$ cat src/rtl/lsu_dmem_port.sv
// Load/store unit port to a single-ported word memory: formats loads and builds
// byte/halfword stores with read-modify-write, flagging bad requests without touching memory.
module lsu_dmem_port #(
  parameter int DEPTH_WORDS = 32
) (
  input  logic        clk,
  input  logic        rst_n,
  input  logic        req_valid,
  output logic        req_ready,
  input  logic        req_we,
  input  logic [2:0]  req_funct3,
  input  logic [31:0] req_addr,
  input  logic [31:0] req_wdata,
  output logic        rsp_valid,
  input  logic        rsp_ready,
  output logic [31:0] rsp_rdata,
  output logic        rsp_err,
  output logic [31:0] mem_addr,
  output logic [31:0] mem_dataW,
  output logic        MemRW,
  input  logic [31:0] mem_dataB
);

  typedef enum logic [1:0] {
    S_IDLE = 2'd0,
    S_RD   = 2'd1,
    S_WR   = 2'd2,
    S_RESP = 2'd3
  } state_t;

  localparam logic [29:0] LP_DEPTH = 30'(DEPTH_WORDS);

  state_t      r_state;
  state_t      w_state_nxt;
  logic [31:0] r_addr;
  logic [31:0] r_wword;
  logic [31:0] r_rsp_rdata;
  logic [2:0]  r_funct3;
  logic        r_we;
  logic        r_rsp_err;
  logic        w_accept;
  logic        w_req_err;
  logic        w_is_sw;

  function automatic logic f_req_err(input logic [31:0] addr, input logic [2:0] f3,
                                     input logic we);
    logic bad;
    case (f3)
      3'b000:  bad = 1'b0;
      3'b001:  bad = addr[0];
      3'b010:  bad = (addr[1:0] != 2'b00);
      3'b100:  bad = we;
      3'b101:  bad = we | addr[0];
      default: bad = 1'b1;
    endcase
    return bad | (addr[31:2] >= LP_DEPTH);
  endfunction

  function automatic logic [31:0] f_load_fmt(input logic [31:0] word, input logic [1:0] off,
                                             input logic [2:0] f3);
    logic [7:0]  b;
    logic [15:0] h;
    logic [31:0] res;
    case (off)
      2'b00:   b = word[7:0];
      2'b01:   b = word[15:8];
      2'b10:   b = word[23:16];
      2'b11:   b = word[31:24];
      default: b = 8'd0;
    endcase
    h = off[1] ? word[31:16] : word[15:0];
    case (f3)
      3'b000:  res = {{24{b[7]}}, b};
      3'b100:  res = {24'd0, b};
      3'b001:  res = {{16{h[15]}}, h};
      3'b101:  res = {16'd0, h};
      3'b010:  res = word;
      default: res = 32'd0;
    endcase
    return res;
  endfunction

  function automatic logic [31:0] f_store_merge(input logic [31:0] word, input logic [31:0] wdata,
                                                input logic [1:0] off, input logic [2:0] f3);
    logic [31:0] res;
    res = word;
    case (f3)
      3'b000: begin
        case (off)
          2'b00:   res[7:0]   = wdata[7:0];
          2'b01:   res[15:8]  = wdata[7:0];
          2'b10:   res[23:16] = wdata[7:0];
          2'b11:   res[31:24] = wdata[7:0];
          default: res = word;
        endcase
      end
      3'b001: begin
        if (off[1]) begin
          res[31:16] = wdata[15:0];
        end else begin
          res[15:0] = wdata[15:0];
        end
      end
      default: res = wdata;
    endcase
    return res;
  endfunction

  assign w_accept  = req_valid && (r_state == S_IDLE);
  assign w_req_err = f_req_err(req_addr, req_funct3, req_we);
  assign w_is_sw   = req_we && (req_funct3 == 3'b010);

  // State register
  always_ff @(posedge clk or negedge rst_n) begin
    if (!rst_n) begin
      r_state <= S_IDLE;
    end else begin
      r_state <= w_state_nxt;
    end
  end

  // Next-state: full-word stores skip the read, sub-word stores read then write
  always_comb begin
    w_state_nxt = r_state;
    case (r_state)
      S_IDLE: begin
        if (w_accept) begin
          if (w_req_err) begin
            w_state_nxt = S_RESP;
          end else if (w_is_sw) begin
            w_state_nxt = S_WR;
          end else begin
            w_state_nxt = S_RD;
          end
        end else begin
          w_state_nxt = S_IDLE;
        end
      end
      S_RD: begin
        if (r_we) begin
          w_state_nxt = S_WR;
        end else begin
          w_state_nxt = S_RESP;
        end
      end
      S_WR: w_state_nxt = S_RESP;
      S_RESP: begin
        if (rsp_ready) begin
          w_state_nxt = S_IDLE;
        end else begin
          w_state_nxt = S_RESP;
        end
      end
      default: w_state_nxt = S_IDLE;
    endcase
  end

  // Request capture, read-word merge/format at the end of RD
  always_ff @(posedge clk or negedge rst_n) begin
    if (!rst_n) begin
      r_addr      <= 32'd0;
      r_funct3    <= 3'd0;
      r_we        <= 1'b0;
      r_wword     <= 32'd0;
      r_rsp_rdata <= 32'd0;
      r_rsp_err   <= 1'b0;
    end else begin
      case (r_state)
        S_IDLE: begin
          if (w_accept) begin
            r_addr      <= req_addr;
            r_funct3    <= req_funct3;
            r_we        <= req_we;
            r_wword     <= req_wdata;
            r_rsp_rdata <= 32'd0;
            r_rsp_err   <= w_req_err;
          end
        end
        S_RD: begin
          if (r_we) begin
            r_wword <= f_store_merge(mem_dataB, r_wword, r_addr[1:0], r_funct3);
          end else begin
            r_rsp_rdata <= f_load_fmt(mem_dataB, r_addr[1:0], r_funct3);
          end
        end
        default: begin
        end
      endcase
    end
  end

  // Outputs decode straight from registers so reset clears them without a clock
  assign req_ready = (r_state == S_IDLE);
  assign rsp_valid = (r_state == S_RESP);
  assign rsp_rdata = (r_state == S_RESP) ? r_rsp_rdata : 32'd0;
  assign rsp_err   = (r_state == S_RESP) ? r_rsp_err : 1'b0;
  assign mem_addr  = ((r_state == S_RD) || (r_state == S_WR)) ? {r_addr[31:2], 2'b00} : 32'd0;
  assign mem_dataW = (r_state == S_WR) ? r_wword : 32'd0;
  assign MemRW     = (r_state == S_WR);

endmodule

$ cat config.mk
export PLATFORM = sky130hd
export DESIGN_NAME = lsu_dmem_port
export DESIGN_NICKNAME = d
export VERILOG_FILES = /design/src/rtl/lsu_dmem_port.sv
export SDC_FILE = /design/constraint.sdc
export NUM_CORES = 1
export LEC_CHECK = 0
export BUFFER_PORTS_ARGS = -buffer_cell sky130_fd_sc_hd__buf_2
export CAP_MARGIN = 20
export CORE_MARGIN = 2
export CORE_UTILIZATION = 41
export CTS_BUF_LIST = sky130_fd_sc_hd__clkbuf_4
export DETAILED_ROUTE_END_ITERATION = 12
export PLACE_DENSITY_LB_ADDON = 0.2
export SYNTH_ARGS = -nofsm -noshare
export SYNTH_HDL_FRONTEND = slang
export SYNTH_SLANG_ARGS = --single-unit
$ cat constraint.sdc
create_clock -name clk -period 6.71 [get_ports clk]
set_clock_uncertainty 0.2 [all_clocks]
set_input_delay 0.3355 -clock clk [delete_from_list [all_inputs] [get_ports clk]]
set_output_delay 0.3355 -clock clk [all_outputs]
set_load 0.02 [all_outputs]
After elaboration in Yosys (flattened, before gate mapping)
Cells that the tools add are included.
- order comparisons: 1
- eq/ne operators: 20
- mux-type cells: 27
- bitwise logic cells: 2
- reduce and logical (&&, ||, !) cells: 14
- operators by type and width (cell ; number):
    2-to-1 mux 32 bit ; 7
    one-hot mux 32 bit (2 select lines) ; 3
    one-hot mux 32 bit (5 select lines) ; 1
    2-to-1 mux 16 bit ; 3
    2-to-1 mux 8 bit ; 4
    one-hot mux 8 bit (4 select lines) ; 1
    greater-or-equal comparator 30 x 6 -> 1 bit, second input constant ; 1
    == test 3 bit, second input constant ; 4
    == test 2 bit, second input constant ; 4
    2-to-1 mux 2 bit ; 4
    one-hot mux 2 bit (4 select lines) ; 1
    == test 3 x 1 -> 1 bit, second input constant ; 2
    == test 3 x 2 -> 1 bit, second input constant ; 2
    logical NOT 3 bit ; 2
    inequality test 3 bit, second input constant ; 2
    AND reduction 6 bit ; 1
    one-hot mux 1 bit (5 select lines) ; 1
    AND reduction 5 bit ; 1
    == test 2 x 1 -> 1 bit, second input constant ; 2
    logical NOT 2 bit ; 2
    inequality test 2 bit, second input constant ; 2
    AND reduction 4 bit ; 1
    nonzero test 2 bit ; 2
    inequality test 3 x 1 -> 1 bit, second input constant ; 1
    7 further kinds ; 10
- register bits: 103
- bits of input ports: 104
- output and inout port bits: 100
- logic and storage cells: 73

Logic depth before layout (Yosys ltp)
- depth in word-level cells: 6
- gate-level depth with buffers: 9

Least setup slack after synthesis
Ideal clock, no wire load.
- kind: flip-flop to flip-flop
- start: register r_state[0]
- end: register r_wword[20]
- library setup time: 0.136 ns
- data arrival time: 2.014 ns
- required time: 6.374 ns
- path slack: 4.359 ns
- stages on the path, launching flop included: 9
- clock period less this slack: 2.351 ns
- cell sequence: dfrtp_1 inv_1 ha_1 clkbuf_1 mux2i_1 a21oi_1 nand2_1 clkbuf_1 o211ai_1
- word-level cells in the longest chain between the ends: 4
- elaborated cells on any way between the ends: 9
- those cells by class: eq/ne (4); mux (1); reduce/logical (4)
- ends and longest elaborated chain (element ; RTL line ; RTL):
    start, declared ; 33 ; state_t r_state;
    start signal, assigned ; 118 ; r_state <= w_state_nxt;
    logical NOT 2 bit (*) ; n/a ;
    via req_ready ; 9 ; output logic req_ready,
    logical AND 1 bit ; 109 ; assign w_accept = req_valid && (r_state == S_IDLE);
    inequality test 2 x 1 -> 1 bit (no line) ; n/a ;
    AND reduction 4 bit (no line) ; n/a ;
    end signal, assigned ; 174 ; r_wword <= req_wdata;
    end signal, assigned ; 181 ; r_wword <= f_store_merge(mem_dataB, r_wword, r_addr[1:0], r_funct3);
    end, declared ; 36 ; logic [31:0] r_wword;
The timed path passes the listed nets; every way through them passes the cells marked *.
A chain may end at the register's enable or synchronous reset.

Worst setup path in the final report
- start: register r_state[1]
- end: register r_rsp_rdata[6]
- word-level cells in the longest chain between the ends: 4
- elaborated cells on any way between the ends: 8
- those cells by class: eq/ne (3); mux (1); reduce/logical (4)
- ends and longest elaborated chain (element ; RTL line ; RTL):
    logical NOT 2 bit ; 109, 168 ;
    logical AND 1 bit ; 109 ;
    inequality test 2 x 1 -> 1 bit (no line) ; n/a ;
    AND reduction 3 bit (no line) ; n/a ;
    end signal, assigned ; 183 ; r_rsp_rdata <= f_load_fmt(mem_dataB, r_addr[1:0], r_funct3);
    end, declared ; 37 ; logic [31:0] r_rsp_rdata;
Several ways; a longest one is shown, not always the timed one.

==> results.env <==
CTS.PATH.MAX_BUFFERS=2
TIMING.FINAL.HOLD_VIOLATIONS=0
CLKSINKCOUNT=103
RESULT_OF_THE_RUN='finished, final reports clean'
GRT_FIRST_PASS_WIRELENGTH_MICRONS=29100
DR.PASS1.ITERS=5
COMPLEX_GATE_FRACTION_OF_THE_SYNTHESIZED_AREA_PCT=17.0
TOTALWIRELENGTH_MICRONS=18200
SETUP_CRIT_START_KIND='register'
FINALWORSTPATHREQUIREDPERIOD_NS=2.99
GRT_USAGE_PCT=23.4
POST_DRT_VIA_CELL_RATIO=5.31
YS_TOP_CELLS_BY_COUNT='sky130_fd_sc_hd__dfrtp_1, sky130_fd_sc_hd__and2_1, sky130_fd_sc_hd__mux2_2, sky130_fd_sc_hd__a21oi_1, sky130_fd_sc_hd__clkbuf_1'
DRIVE_GT1_SHARE_PCT=33.5
INITIAL_CORE_UTILIZATION_PCT=41.5
MAXUSEDROUTINGLAYER='met4'
NUMBER_OF_ROUTED_NETS_WITH_ANTENNA_VIOLATIONS=0
ASYNC_RESET_FF_SHARE_PCT=100
SYNTH_AREA_SQ_MM=0.00596
CRITICAL_PATH.MAX_FANOUT=32
DETAILEDPLACEMENTHPWL_MICRONS=13000
WL_PER_CELL_MICRONS=17.7
SYNTH_FF_TYPE='sky130_fd_sc_hd__dfrtp_1'
FIN_SETUP_TNS_NS=0
NUMCTSBUFFERS=9
WL_MET1_MICRONS=7920
DIE_Y_MICRONS=125
CTS_SETUP_BUFFERS=0
CLOCK_POWER_SHARE_PCT=9.4
CELL_INTERNAL_PWR_mW=1.89
MAX_CLOCK_FREQ_MHz=334
POST_SYNTH_AND_OR_NAND_NOR_AREA_FRACTION_PCT=20.3
WORST-ENDPOINT-REQUIRED_NS=6.90
SYNTH_TOP_FAMILY_BY_AREA='simple AND/OR/NAND/NOR gates'
STD_CELL_CORE_AREA_SQ_MM=0.0144
PLACEMENT_ROWS=44
POST_SYNTHESIS_AREA_PER_INSTANCE_SQ_UM=10.4
SYNTH_SEQ_CELLS=103
INITIALDRTVIOLATIONCOUNT=376
TIMING.SETUP.CRITICAL_PATH_CLASS='reg2reg'
REGTOREGSETUPSLACK_NS=3.72
SYNTH.AREA.TOP_CELLS='sky130_fd_sc_hd__dfrtp_1, sky130_fd_sc_hd__and2_1, sky130_fd_sc_hd__mux2_2, sky130_fd_sc_hd__mux2i_1, sky130_fd_sc_hd__mux4_2'
ROUTE.DETAILED.DRC=0
WORST_SLEW_PIN_SLEW_NS=1.09
SETUP-VIOLATIONS-FINAL=0
MAX-VDD-IR-DROP_uV=261
POWER.SHARE.SWITCHING_PCT=46.0
PATH_CLK_SLEW_NS=0.16
SWITCHING_POWER_mW=1.61
H-TREE-DEPTH=3
SEQPWRFRAC_PCT=32.9
DIE_WIDTH_MICRONS=125
GRT_PASS1_VIAS=5595
WORST_SKEW_PAIR.LATE_LATENCY_NS=0.47
MET2_LENGTH_MICRONS=8800
SYNTH_FA_HA_AREA_SHARE_PCT=0.840
GR-TOTAL-OVERFLOW=0
XOR_XNOR_PORTION_OF_THE_SYNTHESIZED_CELL_AREA_PCT=0
FINAL_MIN_PERIOD_OVER_CLOCK_PERIOD_PCT=44.6
SYNTH_SEQ_AREA_SHARE_PCT=43.3
TRITONCTS='yes'
TIMING.HOLD.WORST.CLASS='in2reg'
DRV.MAX_CAP_VIOLATION_COUNT=0
NETLIST.AREA_LEADER.SHARE_PCT=43.3
COMB_POWER_SHARE_PCT=57.8
SYNTH_ENABLE_FLOP_CELLS=0
WORSTSETUPENDPOINTTYPE='register'
ROUTABILITYCONGESTION=0.842
NETLIST.TOP_CELL.BY_AREA='sky130_fd_sc_hd__dfrtp_1'
NUM_IO_PINS=204
POSTSYNTHCELLCOUNT=573
SYNTH.MOST_COMMON_CELL='sky130_fd_sc_hd__dfrtp_1'
FINALMAXSLEWVIOLATIONS=0
DIE_AREA_SQ_MM=0.0155
YOSYS_WARN_COUNT=0
LEAKAGEPOWER_nW=3.96
NUMPORTBUFFERS=201
FINAL_NET_COUNT=949
TIMING.CRITICAL_PATH.ARRIVAL_NS=3.18
WL_MET3_MICRONS=1170
RELATIVE_SLEW_SLACK_PCT=27.3
CTS.ROOT.BUFFER_CELL='sky130_fd_sc_hd__clkbuf_4'
MUX_CONTRIBUTION_TO_SYNTHESIZED_AREA_PCT=14.6
UNREPAIRED_SETUP_ENDPOINTS_AFTER_GLOBAL_ROUTING='false'
SYNTHDISTINCTLIBCELLS=50
GRT_START_MAX_NET_PINS=78
TOTAL_POWER_CONSUMPTION_mW=3.50
AREA.GROWTH.SYNTH_TO_FINAL_PCT=36.1
POWER_DENSITY_mW_PER_MM2=432
GRT_ANTENNA_BEFORE_REPAIR=1
DR_TOTAL_VIAS=5466
## cell usage in the layout, fill, tap and decap left out, types with 9 or more instances in the layout
cell type,synthesis,layout
sky130_fd_sc_hd__buf_2,9,200
sky130_fd_sc_hd__clkbuf_4,0,10
sky130_fd_sc_hd__nand3_1,9,9
sky130_fd_sc_hd__mux2i_1,18,18
sky130_fd_sc_hd__and2_1,96,96
sky130_fd_sc_hd__o211ai_1,14,14
sky130_fd_sc_hd__dlygate4sd3_1,0,95
sky130_fd_sc_hd__a221o_1,16,16
sky130_fd_sc_hd__nor2_1,26,26
sky130_fd_sc_hd__o21ai_0,9,9
sky130_fd_sc_hd__a211oi_1,9,9
sky130_fd_sc_hd__dfrtp_1,103,103
sky130_fd_sc_hd__a21oi_1,29,29
sky130_fd_sc_hd__a21o_1,15,15
sky130_fd_sc_hd__nand2_1,27,27
sky130_fd_sc_hd__mux2_2,45,45
## per-stage QoR
stage	setup WS [ns]	util [%]	instances	area (sq um)	hold slack (ns)
2_1_floorplan	4.36	-	574	5960	-0.160
3_3_place_gp	3.80	48.9	919	7020	0.0657
3_5_place_dp	3.77	48.9	919	7020	0.0704
4_1_cts	3.70	56.4	1029	8100	0.00463
5_1_grt	3.52	56.4	1029	8100	0.0189
6_report	3.72	56.4	1030	8110	0.0348
## power groups by stage
| stage | Clock [mW] | Combinational (mW) | Sequential [mW] |
|---|---|---|---|
| global route | 0.358 | 2.21 | 1.19 |
| CTS | 0.338 | 2.03 | 1.15 |
| floorplan | 0 | 1.54 | 1.04 |
| finish | 0.329 | 2.02 | 1.15 |
| detailed placement | 0 | 1.96 | 1.16 |
| global placement | 0 | 1.93 | 1.15 |
## worst max-delay path: stages, from the launching register on
cell                      delay (ns)
sky130_fd_sc_hd__dfrtp_1        0.43
sky130_fd_sc_hd__inv_1          0.08
sky130_fd_sc_hd__ha_1           0.14
sky130_fd_sc_hd__buf_4          0.35
sky130_fd_sc_hd__mux2_2         0.43
sky130_fd_sc_hd__nand2_1        0.70
sky130_fd_sc_hd__a22o_1         0.42
sky130_fd_sc_hd__a21o_1         0.15
## flip-flops by register name, indices dropped and copies added (netlist names)
name	count
r_we	1
r_state	2
r_rsp_err	1
r_rsp_rdata	32
r_addr	32
r_wword	32
r_funct3	3
## worst paths after layout
kind,start,endpoint,cells past startpoint
max,r_state[1],r_rsp_rdata[6],7
max in group asynchronous,rst_n,r_rsp_err,3
min reg2reg,r_rsp_rdata[9],r_rsp_rdata[9],1
max reg2reg,r_state[1],r_rsp_rdata[6],7
min,mem_dataB[5],r_rsp_rdata[5],3
min in group asynchronous,rst_n,r_wword[11],2
## layout make-up
class / instances / area (sq um)
Tap cell: 184 / 230
Multi-Input combinational cell: 421 / 3150
Fill cell: 1241 / 6260
Clock inverter: 5 / 57.6
Sequential cell: 103 / 2580
Timing Repair Buffer: 301 / 2000
Clock buffer: 10 / 75.1
Antenna cell: 1 / 2.50
Inverter: 5 / 18.8
## cells by family after synthesis
group | Yosys count
AO/OA/AOI/OAI | 135
multiplexers | 71
other | 1
buffers and inverters | 50
adder cells (fa/ha/maj) | 4
AND/OR/NAND/NOR | 209
flip-flops | 103
## metal layers
layer | up-vias | GRT usage (%)
li1 | 2624 | -
met1 | 2618 | 30.4
met3 | 29 | 5.28
met5 | - | 0
met2 | 195 | 39.2
met4 | 0 | 6.81
## repair_timing
item,in CTS,in global routing
hold endpoints to repair,115,0
gates resized for setup,0,0
hold buffers,95,0
No activity file was read; power rests on OpenSTA's default activity.
